$ cat src/rtl/sd_sector_xfer.sv
// sd_sector_xfer
//   Moves one SD sector between the SPI byte engine and PDP-8 DMA.
//   Each DMA word travels on the wire as a big-endian 16-bit byte pair.
//   The unused upper wire bits are sent as zero and ignored on receive.
//   A small word FIFO decouples the byte stream from DMA.
//   A transfer may cover only part of a sector. On read, the rest of the
//   sector is consumed and discarded. On write, the rest is padded with zero bytes.
//
//   Optional feature macro: SD_XFER_CRC_EN
//     When defined, a CRC16-CCITT (poly 0x1021, init 0x0000) covers the
//     512 data bytes. A write appends the two CRC bytes MSB first. A read
//     consumes two CRC bytes and flags crc_err on a mismatch.
//     When undefined, no CRC bytes are sent or consumed and crc_err is 0.
//
// Ports
//   clk, reset       clock, asynchronous active-high reset
//   clear            synchronous abort back to idle (IOCLR)
//   start/dir        command strobe (taken only when idle); dir 0=read, 1=write
//   mem_addr, len    first DMA address; word count (0 or >SECTOR_WORDS = full sector)
//   dmaDIN/dmaDOUT   memory data in (grant cycle) / out
//   dmaADDR          current DMA address, wraps modulo 2**ADDR_W
//   dmaRD/dmaWR      DMA read / write strobes in a request+grant cycle
//   dmaREQ/dmaGNT    DMA request / grant
//   rx_*             received byte stream (valid/ready)
//   tx_*             transmitted byte stream (valid/ready)
//   busy, done       not idle; single-cycle completion pulse
//   crc_err          read CRC mismatch, held until the next start
module sd_sector_xfer #(
    parameter int WORD_W       = 12,
    parameter int ADDR_W       = 15,
    parameter int SECTOR_WORDS = 256,
    parameter int FIFO_DEPTH   = 8,
    parameter int LEN_W        = 9
) (
    input  logic              clk,
    input  logic              reset,
    input  logic              clear,
    input  logic              start,
    input  logic              dir,
    input  logic [ADDR_W-1:0] mem_addr,
    input  logic [LEN_W-1:0]  len,
    input  logic [WORD_W-1:0] dmaDIN,
    output logic [WORD_W-1:0] dmaDOUT,
    output logic [ADDR_W-1:0] dmaADDR,
    output logic              dmaRD,
    output logic              dmaWR,
    output logic              dmaREQ,
    input  logic              dmaGNT,
    input  logic [7:0]        rx_data,
    input  logic              rx_valid,
    output logic              rx_ready,
    output logic [7:0]        tx_data,
    output logic              tx_valid,
    input  logic              tx_ready,
    output logic              busy,
    output logic              done,
    output logic              crc_err
);
    localparam int PTR_W = (FIFO_DEPTH > 2) ? $clog2(FIFO_DEPTH) : 1;
    localparam logic [LEN_W-1:0] W_SECT  = LEN_W'(SECTOR_WORDS);
    localparam logic [PTR_W:0]   W_DEPTH = (PTR_W + 1)'(FIFO_DEPTH);

    typedef enum logic [2:0] {
        S_IDLE     = 3'd0,
        S_RD_XFER  = 3'd1,
        S_RD_DRAIN = 3'd2,
        S_RD_CRC   = 3'd3,
        S_WR_XFER  = 3'd4,
        S_WR_PAD   = 3'd5,
        S_WR_CRC   = 3'd6,
        S_DONE     = 3'd7
    } state_t;

    state_t              r_state;
    state_t              w_next;
    logic [LEN_W-1:0]    r_len;        // effective word count of this transfer
    logic [LEN_W-1:0]    r_dma_cnt;    // words moved over DMA
    logic [LEN_W-1:0]    r_wire_cnt;   // data words moved over the byte stream
    logic                r_byte_ph;    // 0: high byte next, 1: low byte next
    logic [7:0]          r_rx_hi;
    logic [ADDR_W-1:0]   r_addr;
    logic [WORD_W-1:0]   r_mem [FIFO_DEPTH];
    logic [PTR_W-1:0]    r_wp;
    logic [PTR_W-1:0]    r_rp;
    logic [PTR_W:0]      r_cnt;

    logic                w_full;
    logic                w_empty;
    logic                w_more;
    logic                w_data_ph;
    logic [LEN_W-1:0]    w_len_eff;
    logic [WORD_W-1:0]   w_head;
    logic [15:0]         w_head16;
    logic [WORD_W-1:0]   w_rx_word;
    logic                w_rx_fire;
    logic                w_tx_fire;
    logic                w_dma_fire;
    logic                w_push;
    logic                w_pop;

`ifdef SD_XFER_CRC_EN
    logic [15:0]         r_crc;
    logic                r_crc_err;
`endif

    assign w_full     = (r_cnt == W_DEPTH);
    assign w_empty    = (r_cnt == {(PTR_W + 1){1'b0}});
    assign w_more     = (r_wire_cnt < W_SECT);
    assign w_len_eff  = ((len == {LEN_W{1'b0}}) || (len > W_SECT)) ? W_SECT : len;
    assign w_head     = r_mem[r_rp];
    assign w_head16   = 16'(w_head);
    // Upper wire bits beyond WORD_W are dropped here.
    assign w_rx_word  = WORD_W'({r_rx_hi, rx_data});
    assign w_rx_fire  = rx_valid && rx_ready;
    assign w_tx_fire  = tx_valid && tx_ready;
    assign w_dma_fire = dmaREQ && dmaGNT;
    assign w_data_ph  = (r_state == S_RD_XFER) || (r_state == S_RD_DRAIN) ||
                        (r_state == S_WR_XFER) || (r_state == S_WR_PAD);
    assign w_push     = ((r_state == S_RD_XFER) && w_rx_fire && r_byte_ph) ||
                        ((r_state == S_WR_XFER) && w_dma_fire);
    assign w_pop      = ((r_state == S_RD_XFER) && w_dma_fire) ||
                        ((r_state == S_WR_XFER) && w_tx_fire && r_byte_ph);
    assign dmaADDR    = r_addr;

    // State register.
    always_ff @(posedge clk or posedge reset) begin
        if (reset) begin
            r_state <= S_IDLE;
        end else if (clear) begin
            r_state <= S_IDLE;
        end else begin
            r_state <= w_next;
        end
    end

    // Next-state logic.
    always_comb begin
        w_next = r_state;
        case (r_state)
            S_IDLE: begin
                if (start) w_next = dir ? S_WR_XFER : S_RD_XFER;
                else       w_next = S_IDLE;
            end
            S_RD_XFER: begin
                if (w_dma_fire && (r_dma_cnt == (r_len - LEN_W'(1)))) w_next = S_RD_DRAIN;
                else                                                  w_next = S_RD_XFER;
            end
            S_RD_DRAIN: begin
`ifdef SD_XFER_CRC_EN
                if (!w_more) w_next = S_RD_CRC;
`else
                if (!w_more) w_next = S_DONE;
`endif
                else         w_next = S_RD_DRAIN;
            end
            S_RD_CRC: begin
                if (w_rx_fire && r_byte_ph) w_next = S_DONE;
                else                        w_next = S_RD_CRC;
            end
            S_WR_XFER: begin
                if (r_wire_cnt == r_len) w_next = S_WR_PAD;
                else                     w_next = S_WR_XFER;
            end
            S_WR_PAD: begin
`ifdef SD_XFER_CRC_EN
                if (!w_more) w_next = S_WR_CRC;
`else
                if (!w_more) w_next = S_DONE;
`endif
                else         w_next = S_WR_PAD;
            end
            S_WR_CRC: begin
                if (w_tx_fire && r_byte_ph) w_next = S_DONE;
                else                        w_next = S_WR_CRC;
            end
            S_DONE:  w_next = S_IDLE;
            default: w_next = S_IDLE;
        endcase
    end

    // Output decode; strobes follow request/grant in the same cycle.
    always_comb begin
        dmaREQ   = 1'b0;
        dmaRD    = 1'b0;
        dmaWR    = 1'b0;
        dmaDOUT  = {WORD_W{1'b0}};
        rx_ready = 1'b0;
        tx_valid = 1'b0;
        tx_data  = 8'h00;
        busy     = (r_state != S_IDLE);
        done     = (r_state == S_DONE);
        case (r_state)
            S_RD_XFER: begin
                rx_ready = !w_full && w_more;
                dmaREQ   = !w_empty && (r_dma_cnt < r_len);
                dmaWR    = dmaREQ && dmaGNT;
                if (dmaWR) dmaDOUT = w_head;
                else       dmaDOUT = {WORD_W{1'b0}};
            end
            S_RD_DRAIN: rx_ready = w_more;
            S_RD_CRC:   rx_ready = 1'b1;
            S_WR_XFER: begin
                dmaREQ   = !w_full && (r_dma_cnt < r_len);
                dmaRD    = dmaREQ && dmaGNT;
                tx_valid = !w_empty;
                if (!tx_valid)      tx_data = 8'h00;
                else if (r_byte_ph) tx_data = w_head16[7:0];
                else                tx_data = w_head16[15:8];
            end
            S_WR_PAD:   tx_valid = w_more;
`ifdef SD_XFER_CRC_EN
            S_WR_CRC: begin
                tx_valid = 1'b1;
                if (r_byte_ph) tx_data = r_crc[7:0];
                else           tx_data = r_crc[15:8];
            end
`endif
            default: begin
                dmaREQ = 1'b0;
            end
        endcase
    end

    // Command capture, address and word/byte counters.
    always_ff @(posedge clk or posedge reset) begin
        if (reset) begin
            r_len      <= {LEN_W{1'b0}};
            r_dma_cnt  <= {LEN_W{1'b0}};
            r_wire_cnt <= {LEN_W{1'b0}};
            r_byte_ph  <= 1'b0;
            r_rx_hi    <= 8'h00;
            r_addr     <= {ADDR_W{1'b0}};
        end else if (clear) begin
            r_len      <= {LEN_W{1'b0}};
            r_dma_cnt  <= {LEN_W{1'b0}};
            r_wire_cnt <= {LEN_W{1'b0}};
            r_byte_ph  <= 1'b0;
            r_rx_hi    <= 8'h00;
            r_addr     <= {ADDR_W{1'b0}};
        end else if (r_state == S_IDLE) begin
            if (start) begin
                r_len      <= w_len_eff;
                r_addr     <= mem_addr;
                r_dma_cnt  <= {LEN_W{1'b0}};
                r_wire_cnt <= {LEN_W{1'b0}};
                r_byte_ph  <= 1'b0;
            end
        end else begin
            if (w_dma_fire) begin
                r_addr    <= r_addr + ADDR_W'(1);
                r_dma_cnt <= r_dma_cnt + LEN_W'(1);
            end
            if (w_rx_fire || w_tx_fire) begin
                r_byte_ph <= ~r_byte_ph;
                if (w_rx_fire && !r_byte_ph) r_rx_hi <= rx_data;
                if (r_byte_ph && w_data_ph)  r_wire_cnt <= r_wire_cnt + LEN_W'(1);
            end
        end
    end

    // FIFO pointers; the FIFO is emptied whenever no transfer phase uses it,
    // which also discards words received beyond len on a partial read.
    always_ff @(posedge clk or posedge reset) begin
        if (reset) begin
            r_wp  <= {PTR_W{1'b0}};
            r_rp  <= {PTR_W{1'b0}};
            r_cnt <= {(PTR_W + 1){1'b0}};
        end else if (clear || !((r_state == S_RD_XFER) || (r_state == S_WR_XFER))) begin
            r_wp  <= {PTR_W{1'b0}};
            r_rp  <= {PTR_W{1'b0}};
            r_cnt <= {(PTR_W + 1){1'b0}};
        end else begin
            if (w_push) r_wp <= r_wp + PTR_W'(1);
            if (w_pop)  r_rp <= r_rp + PTR_W'(1);
            case ({w_push, w_pop})
                2'b10:   r_cnt <= r_cnt + (PTR_W + 1)'(1);
                2'b01:   r_cnt <= r_cnt - (PTR_W + 1)'(1);
                default: r_cnt <= r_cnt;
            endcase
        end
    end

    // FIFO storage; contents are don't-care while the pointers say empty.
    always_ff @(posedge clk) begin
        if (w_push) r_mem[r_wp] <= (r_state == S_RD_XFER) ? w_rx_word : dmaDIN;
    end

`ifdef SD_XFER_CRC_EN
    function automatic logic [15:0] crc16_byte(input logic [15:0] c, input logic [7:0] d);
        logic [15:0] x;
        logic        fb;
        x = c;
        for (int i = 7; i >= 0; i--) begin
            fb = x[15] ^ d[i];
            x  = {x[14:0], 1'b0};
            if (fb) x = x ^ 16'h1021;
        end
        return x;
    endfunction

    // CRC over data bytes in either direction; check on the second read CRC byte.
    always_ff @(posedge clk or posedge reset) begin
        if (reset) begin
            r_crc     <= 16'h0000;
            r_crc_err <= 1'b0;
        end else if (clear) begin
            r_crc     <= 16'h0000;
            r_crc_err <= 1'b0;
        end else if ((r_state == S_IDLE) && start) begin
            r_crc     <= 16'h0000;
            r_crc_err <= 1'b0;
        end else if (w_rx_fire && w_data_ph) begin
            r_crc <= crc16_byte(r_crc, rx_data);
        end else if (w_rx_fire && (r_state == S_RD_CRC) && r_byte_ph) begin
            r_crc_err <= ({r_rx_hi, rx_data} != r_crc);
        end else if (w_tx_fire && w_data_ph) begin
            r_crc <= crc16_byte(r_crc, tx_data);
        end
    end

    assign crc_err = r_crc_err;
`else
    assign crc_err = 1'b0;
`endif

endmodule

$ cat config.mk
export PLATFORM = sky130hd
export DESIGN_NAME = sd_sector_xfer
export DESIGN_NICKNAME = d
export VERILOG_FILES = /design/src/rtl/sd_sector_xfer.sv
export SDC_FILE = /design/constraint.sdc
export NUM_CORES = 1
export LEC_CHECK = 0
export BUFFER_PORTS_ARGS = -buffer_cell sky130_fd_sc_hd__buf_2
export CAP_MARGIN = 20
export CORE_ASPECT_RATIO = 1.4
export CORE_MARGIN = 2
export CORE_UTILIZATION = 40
export DETAILED_ROUTE_END_ITERATION = 16
export HOLD_SLACK_MARGIN = 0.03
export PLACE_DENSITY = 0.68
export SETUP_SLACK_MARGIN = 0.2
export SYNTH_ARGS = -nofsm -noshare
export SYNTH_HDL_FRONTEND = slang
export SYNTH_SLANG_ARGS = --single-unit
$ cat constraint.sdc
create_clock -name clk -period 4.06 [get_ports clk]
set_input_delay 0.203 -clock clk [delete_from_list [all_inputs] [get_ports clk]]
set_output_delay 0.203 -clock clk [all_outputs]
set_load 0.01 [all_outputs]
After elaboration in Yosys (flattened, before gate mapping). Memory sizes are Yosys's and may differ from the RTL's. Index checks and enable logic that the tools add are counted.

Bits in registers: 60. Bits in writable memories: 96. Input bits: 52. Output and inout port bits: 43. Logic and storage cells: 141. Memories kept: 1.

Memories: r_mem (depth 8, bits a word 12, read ports 1, clocked after memory_dff 0, wr ports 1, line 82) `logic [WORD_W-1:0] r_mem [FIFO_DEPTH];`.

Add/sub/neg operators: 8. $lt $le $gt $ge: 3. Equal/unequal tests: 14. Mux-type cells: 53. Bitwise logic cells: 1. Reductions and logical operators: 51.

Operators with widths (number): $mux 9 (12); $mux 15 (4); $mux 12 (3); $mux 3 (9); $mux 8 (3); $pmux 3 s8 (1); $mux 4 (5); $logic_and 1x1->1 (19); $add 9x1->9 const B (2); $eq 9x9->1 (2); $add 15x1->15 const B (1); $reduce_bool 3->1 (5); $eq 3x3->1 const B (4); $reduce_bool 2->1 (6); $mux 1 (10); $gt 9x9->1 const B (1); $logic_not 9->1 (1); $logic_or 1x1->1 (9); $lt 9x9->1 (1); $lt 9x9->1 const B (1); $sub 9x1->9 const B (1); $pmux 4 s2 (1); $add 3x1->3 const B (2); $eq 3x2->1 const B (2); other kinds (17) (25).

Longest topological paths before layout.
Depth after elaboration: 11. Mapped depth: 13.

Least setup slack after synthesis. OpenSTA, ideal clock, no wires.

Path kind: flip-flop to flip-flop. From: register r_state[2]. To: memory r_mem[2][0], enable pin. Data arrival time: 2.855 ns. Data required time: 3.661 ns. Path slack: 0.806 ns. Cell stages (with the launch flop): 8. Clock period less this slack: 3.254 ns. Cells stage by stage: dfrtp_1 -> clkbuf_1 -> nand3b_1 -> or3_2 -> a21oi_1 -> a21oi_1 -> or2_2 -> nor3b_1.

Cells in the longest elaborated chain, start to end: 8. Elaborated cells on any way between the ends: 14. Classes of those cells: eq/ne (4); mux (4); reduce/logical (6).

Ends and longest elaborated chain: start: declaration (line 74) `state_t r_state;`; start signal: assignment (line 132) `r_state <= w_next;`; $eq 3x2->1 / $eq 3x1->1 (equally long branches) (line 192, 119); $pmux 1 s3 (line 192) `case (r_state)`; $logic_and 1x1->1 (line 114) `assign w_rx_fire = rx_valid && rx_ready;`; $logic_and 1x1->1 (2 in series) (line 119) `assign w_push = ((r_state == S_RD_XFER) && w_rx_fire && r_byte_ph) ||`; $logic_or 1x1->1 (*) (line 119); $mux 1 (*) (2 in series) (line 285) `if (w_push) r_mem[r_wp] <= (r_state == S_RD_XFER) ? w_rx_word : dmaDIN;`; end: declaration (line 82).

Mark *: on every way between the ends. The rest lies on a longest branch, timed or not.

Worst setup path in the final report.
From: register r_len[7]. To: register r_cnt[3].

Cells in the longest elaborated chain, start to end: 9. Elaborated cells on any way between the ends: 14. Classes of those cells: order compare (1); eq/ne (2); mux (3); reduce/logical (8).

Ends and longest elaborated chain: start: declaration (line 76) `logic [LEN_W-1:0] r_len;`; start signal: assignment (line 227) `r_len <= {LEN_W{1'b0}};`; start signal: assignment (line 234) `r_len <= {LEN_W{1'b0}};`; start signal: assignment (line 242) `r_len <= w_len_eff;`; $lt 9x9->1 (*) (line 195, 203); $logic_and 1x1->1 (on tied branches) (line 203, 195); $pmux 1 s2 (*) (line 192); $logic_and 1x1->1 (*) (line 116) `assign w_dma_fire = dmaREQ && dmaGNT;`; $logic_and 1x1->1 (on tied branches) (line 121, 120); $logic_or 1x1->1 (on tied branches) (line 121, 119); $eq 2x1->1 / $eq 2x2->1 (equally long branches) (line 275) `case ({w_push, w_pop})`; $pmux 4 s2 (line 275); $mux 4 (line 268) `end else if (clear || !((r_state == S_RD_XFER) || (r_state == S_WR_XFER))) begin`; end signal: assignment (line 267) `r_cnt <= {(PTR_W + 1){1'b0}};`; end signal: assignment (line 276) `2'b10: r_cnt <= r_cnt + (PTR_W + 1)'(1);`; end signal: assignment (line 277) `2'b01: r_cnt <= r_cnt - (PTR_W + 1)'(1);`; end: declaration (line 85) `logic [PTR_W:0] r_cnt;`.

Marks and branches as above. A chain may end at the register's enable or synchronous reset.

==> results.sh <==
export IMPL_worstPathRequired_ns=4.37
export IMPL_r2r_slack_ns=0.65
export IMPL_leakagePower_uw=0.003573
export IMPL_clock_latency_ns=0.43
export IMPL_switching_power_uw=1068
export IMPL_clockBufferDepth=2
export IMPL_fin_util_pct=48.16
export IMPL_critPathCaptureType="flip-flop"
export IMPL_ios=95
export IMPL_final_nets=832
export IMPL_stdcell_count=1022
export IMPL_fin_crit_ns=3.411
export IMPL_holdPathEnd="r_len[0]"
export IMPL_grt_pass1_vias=5439
export IMPL_area_delta_synth_final_pct=17.97
export IMPL_top_layer="met4"
export IMPL_power_share_clock_pct=38.4
export IMPL_synth_ff_type="edfxtp_1"
export IMPL_numCtsBuffers=17
export IMPL_synth_edf_count=96
export IMPL_multi_input_area_um2=3286
export IMPL_die_h_um=170.0
export IMPL_setup_viol_count_final=0
export IMPL_antenna_found_initial=0
export IMPL_netlist_area_um2=7876
export IMPL_internal_power_uw=2751
export IMPL_vias=5640
export IMPL_max_freq_ghz=0.2932
export IMPL_dr_wl_met3_um=859
export IMPL_cts_resized=0
export IMPL_reg2reg_from="r_len[7]"
export IMPL_synth_xor_area_share_pct=4.448
export IMPL_hp_class="input pin to flip-flop"
export IMPL_dr_wl_met2_mm=9.576
export IMPL_async_flop_share_pct=38.46
export IMPL_synth_cell_types=59
export IMPL_grt_pass1_wl_mm=30.23
export IMPL_cp_data_arrival_time_ns=3.72
export IMPL_yosysMostFrequentCell="edfxtp_1"
export IMPL_synth_fa_ha_area_share_pct=3.114
export IMPL_fp_dieW_um=122.6
export IMPL_ys_warn_count=0
export IMPL_finalCritPeriodShare_pct=84.00
export IMPL_cts_root_buf="clkbuf_16"
export IMPL_sw_frac_of_total_pct=27.96
export IMPL_tightestPinTransition_ns=0.9830
export IMPL_finalWirelength_mm=19.14
export IMPL_cts_sinks=156
export IMPL_vdd_drop_max_mv=0.3835
export IMPL_hpwl_mm=13.42
export IMPL_synth_seq_cells=156
export IMPL_antennaDiodeCount=0
export IMPL_synth_area_per_cell_um2=11.99
export IMPL_grt_ovfl_total=0
export IMPL_n_fill_cell=1761
export IMPL_wl_per_cell_um=18.73
export IMPL_clkTransAtPathRegs_ns=0.07
export IMPL_drc=0
export IMPL_maxSlewHeadroom_pct=34.46
export IMPL_drt_iter0_markers=382
export IMPL_dr_pass1_iters=5
export IMPL_seq_area_frac_synth_pct=55.66
export IMPL_muxShareOfSynthArea_pct=11.37
export IMPL_crit_path_max_incr_delay_ns=0.55
export IMPL_rr_endpoint="r_cnt[3]"
export IMPL_fin_setup_tns_ns=0
export IMPL_synth_commonest_cells="edfxtp_1 (96), nor2_1 (67), dfrtp_1 (60)"
export IMPL_synth_top_family_by_area="simple AND/OR/NAND/NOR gates"
export IMPL_worstSetupPathType="flip-flop to flip-flop"
export IMPL_hold_start="len[0]"
export IMPL_synth_largest_area_cell="edfxtp_1"
export IMPL_synth_top_cells_by_area="edfxtp_1 (37%), dfrtp_1 (19%), mux4_2 (6.9%), nor2_1 (3.2%), ha_1 (2.9%)"
export IMPL_synth_simple_gate_area_share_pct=13.80
export IMPL_drive_gt1_share_pct=25.32
export IMPL_io_buffers=93
export IMPL_coreArea_um2=19290
export IMPL_vias_per_cell=5.519
export IMPL_start_util_pct=40.82
export IMPL_synth_nets=728
export IMPL_status="finished clean"
export IMPL_cp_start_kind="flip-flop"
export IMPL_seq_area_um2=4384
export IMPL_die_area_um2=20850
export IMPL_wl_met1_mm=8.166
export IMPL_p_seq_share_pct=48.2
export IMPL_synth_top_area_share_pct=36.60
export IMPL_cp_slowest_cell="o21ai_0"
export IMPL_drv_slew=0
export IMPL_synth_compound_area_share_pct=8.483
export IMPL_post_place_ws_ns=0.6517
export IMPL_placedCellCount=984
export IMPL_cap_violations=0
export IMPL_cts_max_level=4
export IMPL_grt_max_degree=40
export IMPL_whs_path_depth=3
export IMPL_path_cells="inv_1 > ha_1 > nand2_1 > o21ai_0 > nor4_1 > and2_1 > nor3_1 > ha_1 > a21o_1 > a21o_1 > nor4_1 > o21ai_0 > nor3b_1"
export IMPL_ff2ff_path_depth=13
export IMPL_fin_skew_ns=0.01161
export IMPL_p_comb_share_pct=13.4
export IMPL_rows=60
export IMPL_grt_use_total_pct=19.38
export IMPL_synth_cells=657
export IMPL_finalHoldViolCount=0
export IMPL_gp_congestion=0.9264
export IMPL_power_density_nw_per_um2=411.0
export IMPL_worstPathMaxFanout=4
export IMPL_cts_tree="yes"
export IMPL_antenna_left=0
export IMPL_worst_slack_ns=0.6495
export IMPL_rsz0062_at_grt="false"
export IMPL_finalPower_uw=3818
## worst max-delay path: cells and delay by family, from the launching register on
kind	cells	cell delay, ns
flops	1	0.43
simple gates	6	1.15
fa+ha+maj	2	0.61
buf+inv	1	0.09
compound gates	4	1.03
## worst max-delay path by stage
stage          startpoint     endpoint  slack (ns)  cells past startpoint
2_1_floorplan  r_state[2]  r_mem[2][0]        0.81                      7
3_3_place_gp     r_len[8]     r_cnt[3]        0.77                     13
3_5_place_dp     r_len[7]     r_cnt[3]        0.65                     13
4_1_cts          r_len[7]     r_cnt[3]        0.64                     13
5_1_grt          r_len[7]     r_cnt[3]        0.29                     13
6_report         r_len[7]     r_cnt[3]        0.65                     13
## sequential cells by signal, indices dropped and copies added, names as in the netlist
signal and count:
r_len 9, dmaADDR 15, r_mem 96, r_wire_cnt 9, r_cnt 4, r_rp 3
r_byte_ph 1, r_wp 3, r_dma_cnt 9, r_state 3, r_rx_hi 4
## cell type report
class / count / area share (%)
flip-flops and latches: 156 / 47.19
multi-input cells: 441 / 35.36
repair buffers: 118 / 7.191
clock buffers: 18 / 4.619
well taps: 248 / 3.340
clock inverters: 14 / 1.212
inverters: 27 / 1.091
## per-stage QoR
| stage | hold slack (ns) | area, µm² |
|---|---|---|
| finish | 0.05114 | 9291 |
| global route | 0.03317 | 9291 |
| CTS | 0.03150 | 9291 |
| detailed placement | 0.4421 | 8690 |
| global placement | 0.4390 | 8690 |
| floorplan | 0.3077 | 7876 |
## cells in the final DEF, fill, tap and decap left out, types with 7 or more instances in the layout
cell type / instances
nand3_1: 24
a21oi_1: 24
ha_1: 18
xnor2_1: 24
inv_1: 26
buf_2: 93
mux4_2: 24
and3_1: 8
o21ai_1: 9
nand2_1: 35
nor2_1: 67
dfrtp_1: 60
nand4_1: 11
and2_1: 7
mux2_2: 12
o21ai_0: 32
nor4_1: 9
clkbuf_16: 17
edfxtp_1: 96
buf_4: 19
mux2i_1: 22
nor3_1: 18
xor2_1: 16
a211oi_1: 8
## cells by family (layout without fill, tap and decap cells)
logic type | after synthesis | in the layout
buffers and inverters | 60 | 177
other | 1 | 1
multiplexers | 58 | 58
XOR/XNOR | 40 | 40
adder cells (fa/ha/maj) | 19 | 19
AO/OA/AOI/OAI | 107 | 107
flip-flops | 156 | 156
AND/OR/NAND/NOR | 216 | 216
## per-layer routing
metal	GRT usage, %	up-vias
met5	0	-
met4	7.946	0
met3	3.552	34
met2	31.64	165
met1	25.36	2793
li1	-	2648
## power by group through the flow
| stage | clock network (µW) | registers (µW) | logic (µW) |
|---|---|---|---|
| finish | 1470 | 1840 | 511 |
| global route | 1570 | 1850 | 569 |
| CTS | 1500 | 1840 | 514 |
| detailed placement | 0 | 1870 | 507 |
| global placement | 0 | 1870 | 501 |
| floorplan | 0 | 1850 | 332 |
## repair_timing
item                      CTS  global route
hold endpoints to repair   43             0
hold buffers                6             0
buffers inserted            0             0
Power figures use the tool's default switching activity.
